### config.mk
export PLATFORM = sky130hd
export DESIGN_NAME = scan_sequencer
export DESIGN_NICKNAME = d
export VERILOG_FILES = /design/src/rtl/scan_sequencer.sv
export SDC_FILE = /design/constraint.sdc
export NUM_CORES = 1
export LEC_CHECK = 0
export BUFFER_PORTS_ARGS = -buffer_cell sky130_fd_sc_hd__buf_2
export CAP_MARGIN = 10
export CELL_PAD_IN_SITES_DETAIL_PLACEMENT = 0
export CELL_PAD_IN_SITES_GLOBAL_PLACEMENT = 1
export CORE_MARGIN = 1.5
export CORE_UTILIZATION = 30
export DETAILED_ROUTE_END_ITERATION = 16
export PLACE_DENSITY = 0.59
export SYNTH_ARGS = -nofsm -noshare
export SYNTH_HDL_FRONTEND = slang
export SYNTH_SLANG_ARGS = --single-unit
### constraint.sdc
create_clock -name Clock -period 4.5 [get_ports Clock]
set_input_delay 0.675 -clock Clock [delete_from_list [all_inputs] [get_ports Clock]]
set_output_delay 0.675 -clock Clock [all_outputs]
set_load 0.01 [all_outputs]
### src/rtl/scan_sequencer.sv
// scan_sequencer: steps a decoder select through the enabled Mask positions, holding each for DIV cycles.
//   Clock  in  rising-edge clock
//   Resetn in  asynchronous active-low reset
//   Run    in  level; 1 requests scanning, 0 forces idle
//   Mask   in  [7:0] Mask[i]=1 enables position i
//   W      out [2:0] registered current position (decoder select)
//   En     out registered decoder enable
//   Wrap   out registered one-cycle end-of-frame pulse
// Optional macro SCAN_BLANK_EN inserts BLANK_CYC blanking cycles (En=0) after every dwell.
module scan_sequencer #(
  parameter int DIV       = 4,
  parameter int BLANK_CYC = 1
) (
  input  logic       Clock,
  input  logic       Resetn,
  input  logic       Run,
  input  logic [7:0] Mask,
  output logic [2:0] W,
  output logic       En,
  output logic       Wrap
);
  if (DIV < 1 || DIV > 255 || BLANK_CYC < 1 || BLANK_CYC > 15) begin : g_bad_param
    $error("scan_sequencer: DIV or BLANK_CYC out of range");
  end
`ifdef SCAN_BLANK_EN
  typedef enum logic [1:0] {IDLE = 2'd0, SCAN = 2'd1, BLANK = 2'd2} state_t;
  logic [3:0] bcnt, bcnt_d;
  logic [2:0] pend, pend_d;
`else
  typedef enum logic [1:0] {IDLE = 2'd0, SCAN = 2'd1} state_t;
`endif
  state_t     state, state_d;
  logic [7:0] cnt, cnt_d;
  logic [2:0] w_d, nxt;
  logic       en_d, wrap_d, dwell_end;
  function automatic logic [2:0] lowest(input logic [7:0] m);
    logic [2:0] r;
    r = 3'd0;
    for (int i = 7; i >= 0; i--) if (m[i]) r = i[2:0];
    return r;
  endfunction
  // lowest enabled index above cur, falling back to the lowest overall
  function automatic logic [2:0] next_pos(input logic [7:0] m, input logic [2:0] cur);
    logic [2:0] r;
    r = lowest(m);
    for (int i = 7; i >= 0; i--) if (m[i] && i > int'(cur)) r = i[2:0];
    return r;
  endfunction
  assign dwell_end = (state == SCAN) && (cnt == 8'(DIV - 1));
  assign nxt = next_pos(Mask, W);
  always_comb begin
    state_d = state;
    cnt_d   = cnt;
    w_d     = W;
    en_d    = En;
    wrap_d  = 1'b0;
`ifdef SCAN_BLANK_EN
    bcnt_d  = bcnt;
    pend_d  = pend;
`endif
    if (!Run) begin
      state_d = IDLE;
      en_d    = 1'b0;
    end else begin
      case (state)
        IDLE: if (|Mask) begin
          state_d = SCAN;
          w_d     = lowest(Mask);
          en_d    = 1'b1;
          cnt_d   = 8'd0;
        end
        SCAN: if (!dwell_end) cnt_d = cnt + 8'd1;
        else if (~|Mask) begin
          state_d = IDLE;
          en_d    = 1'b0;
        end else begin
          wrap_d = (nxt <= W);
          cnt_d  = 8'd0;
`ifdef SCAN_BLANK_EN
          state_d = BLANK;
          en_d    = 1'b0;
          pend_d  = nxt;
          bcnt_d  = 4'd0;
`else
          w_d = nxt;
`endif
        end
`ifdef SCAN_BLANK_EN
        BLANK: if (bcnt == 4'(BLANK_CYC - 1)) begin
          state_d = SCAN;
          w_d     = pend;
          en_d    = 1'b1;
          cnt_d   = 8'd0;
        end else bcnt_d = bcnt + 4'd1;
`endif
        default: begin
          state_d = IDLE;
          en_d    = 1'b0;
        end
      endcase
    end
  end
  always_ff @(posedge Clock or negedge Resetn) begin
    if (!Resetn) begin
      state <= IDLE;
      cnt   <= 8'd0;
      W     <= 3'd0;
      En    <= 1'b0;
      Wrap  <= 1'b0;
`ifdef SCAN_BLANK_EN
      bcnt  <= 4'd0;
      pend  <= 3'd0;
`endif
    end else begin
      state <= state_d;
      cnt   <= cnt_d;
      W     <= w_d;
      En    <= en_d;
      Wrap  <= wrap_d;
`ifdef SCAN_BLANK_EN
      bcnt  <= bcnt_d;
      pend  <= pend_d;
`endif
    end
  end
endmodule

==> impl_metrics.toml <==
[status]
outcome = "complete, no violations"

[global_routing]
overflow = 0
use_met1_pct = 20.0
grt_max_degree = 16
top_usage_layer = "met1"
grt_usage_pct = 13.3
antenna_found_initial = 0
grt_pass1_vias = 914
use_met3_pct = 4.71
use_met2_pct = 19.2
grt_pass1_wl_mm = 4.27

[yosys]
synthTopCellsByArea = "dfrtp_1 31%, o21ai_0 7.6%, a21oi_1 5.2%"
synth_top_area_cell = "dfrtp_1"
syn-instance-count = 121
synth_flop_cell = "dfrtp_1"
avgSynthCellArea_um2 = 8.72
synth_cell_type_count = 40
synth_edf_count = 0
syn_area_mm2 = 0.00105
syn-num-nets = 136
synth_common_cells = "16 x o21ai_0, 13 x dfrtp_1, 12 x nor2_1, 11 x a21oi_1, 8 x nand2_1"
async_reset_ff_share_pct = 100
synth_most_common_cell = "o21ai_0"
synth_seq_cells = 13
yosys_warnings = 0
yosysTopAreaCellShare_pct = 30.8
yosysSeqAreaShare_pct = 30.8

[clock_network]
cts_buffer_depth = 2
clockRootBuffer = "clkbuf_4"
hold_buffers = 0
cts_tree = "built"
cts_resized = 0
cts.clk_slew.worst_paths_ns = 0.08
cts.sinks = 13
postCtsSetupBuffers = 0
clock_latency_ns = 0.27
htreeDepth = 1
cts_made_buffers = 3

[placement]
gp_congestion = 0.812
placed_area_mm2 = 0.00117
post-dp-hpwl_mm = 1.91
io_buffers = 15

[setup_path]
critPathCaptureType = "flop"
reg2regPathDepth = 10
slowest_delay_ns = 0.64
worstSetupPathType = "reg -> reg"
start_kind = "flop"
worstPathRequired_ns = 4.67
critPathMaxFanout = 15
reg2reg_to = "Wrap$_DFF_PN0_"
r2r_start = "W[2]$_DFFE_PN0P_"
crit_end = "Wrap$_DFF_PN0_"
cp_top_family = "compound AO/OA/AOI/OAI gates"
path_depth = 10
crit_chain = "a21boi_0, o21ai_0, a21boi_1, a211oi_1, o22a_1, ha_1, a21o_1, a21oi_1, a31oi_1, nor4b_1"
slowest_stage = "dfrtp_1"
critical_path_buf_inv_count = 0
cp_data_arrival_time_ns = 2.79
reg2reg_slack_ns = 1.88
cp-startpoint = "W[2]$_DFFE_PN0P_"

[final_layout]
n_fill_cell = 382
syn_to_final_growth_pct = 13.3
postLayoutCellArea_mm2 = 0.00119
layout.nets = 154
antennaDiodeCount = 0
final_layout_size_suffix_gt1_share_pct = 22.5

[drt]
dr.pass1.iters = 4
wirelength_mm = 2.49
post-route-drc-count = 0
wl_per_cell_um = 13.5
num_vias = 971
viasPerCell = 5.28
ant_nets = 0
drtIter0Drc = 51

[sta]
drv_slew = 0
rsz0062_at_grt = "no"
max_freq_ghz = 0.382
period_needed_ns = 2.62
max_slew_margin_pct = 59.6
tightestPinTransition_ns = 0.606
setup_violations = 0
fin_setup_tns_ns = 0
fin_crit_sh_pct = 58.2
hold_viol_final = 0
skew_ns = 0.00219

[floorplan]
die_w_um = 62.3
die_area_mm2 = 0.00388
rows = 21
ios = 16
initial_core_util_pct = 31.4
die_height_um = 62.3
coreArea_mm2 = 0.00336

[pwr]
ir_worst_vdd_uv = 133
p_per_area_mw_per_mm2 = 378
cellLeakagePower_uw = 0.000493

[run]
cap_violations = 0

[worst_hold_path]
hold_path_class = "in -> async"
## through the flow
step / util (%) / setup slack [ns] / total power (uW) / instances / hold slack [ns]
after floorplan: - / 2.12 / 335 / 121 / 0.379
after global placement: 34.7 / 1.83 / 388 / 180 / 0.498
after detailed placement: 34.7 / 1.79 / 383 / 180 / 0.503
after CTS: 35.5 / 1.90 / 455 / 184 / 0.282
after global routing: 35.5 / 1.56 / 498 / 184 / 0.281
final: 35.5 / 1.88 / 452 / 184 / 0.271
## where the power goes
part           switching [uW]  leakage (uW)  total (uW)  internal (uW)
registers                43.4      0.000172         174            131
logic                     108      0.000306         206           97.9
clock network            37.7     0.0000150        72.1           34.4
## worst register-to-register path, cell delays in order, from the launching register on
cell and delay (ns):
dfrtp_1 0.64, a21boi_0 0.15, o21ai_0 0.29, a21boi_1 0.24
a211oi_1 0.07, o22a_1 0.18, ha_1 0.29, a21o_1 0.16
a21oi_1 0.15, a31oi_1 0.06, nor4b_1 0.31
## layer usage
layer / part of all wire, % / vias to the layer above / wire (um)
li1: - / 495 / -
met1: 55 / 455 / 1370
met2: 40 / 21 / 998
met3: 4.8 / 0 / 120
met4: 0 / 0 / 0
met5: 0 / - / 0
## cells by family after synthesis
group / synth area share, %
adders and majority gates: 4.75
AOI/OAI and AO/OA: 32.4
buffers and inverters: 3.56
DFF: 30.8
muxes: 3.08
and+or+nand+nor: 25.4
## registers in the layout (all words and copies together), names as in the netlist
register,count
En,1
W,3
Wrap,1
cnt,8
## cell usage in the layout (no fill, tap or decap), drive strengths merged, types with 3 or more instances in the layout
| cell type | count |
|---|---|
| dfrtp | 13 |
| a21oi | 11 |
| nor2 | 12 |
| nor2b | 4 |
| nor4b | 3 |
| a31oi | 3 |
| buf | 15 |
| o21ai | 17 |
| o31ai | 4 |
| clkbuf | 4 |
| nand2 | 8 |
| a211oi | 4 |
| inv | 5 |
| nand3 | 4 |
| a21o | 3 |
| ha | 4 |
## how the worst min path moves through the flow
| stage | end | start | slack (ns) | cells after the start |
|---|---|---|---|---|
| 3_5_place_dp | cnt[7]$_DFFE_PN0P_ | cnt[7]$_DFFE_PN0P_ | 0.50 | 1 |
| 2_1_floorplan | En$_DFFE_PN0P_ | Resetn | 0.38 | 0 |
| 6_report | cnt[5]$_DFFE_PN0P_ | Resetn | 0.27 | 1 |
| 5_1_grt | cnt[5]$_DFFE_PN0P_ | Resetn | 0.28 | 1 |
| 4_1_cts | cnt[5]$_DFFE_PN0P_ | Resetn | 0.28 | 1 |
| 3_3_place_gp | cnt[7]$_DFFE_PN0P_ | cnt[7]$_DFFE_PN0P_ | 0.50 | 1 |
## layout make-up
type                       count  area [um2]  area share (%)
multi-input combinational    101         692            57.9
tap                           46        57.6            4.82
clock buffer                   4        26.3            2.20
timing repair buffer          15        75.1            6.28
sequential                    13         325            27.2
inverter                       5        18.8            1.57
Note: power is estimated with default switching activity, not from simulation.
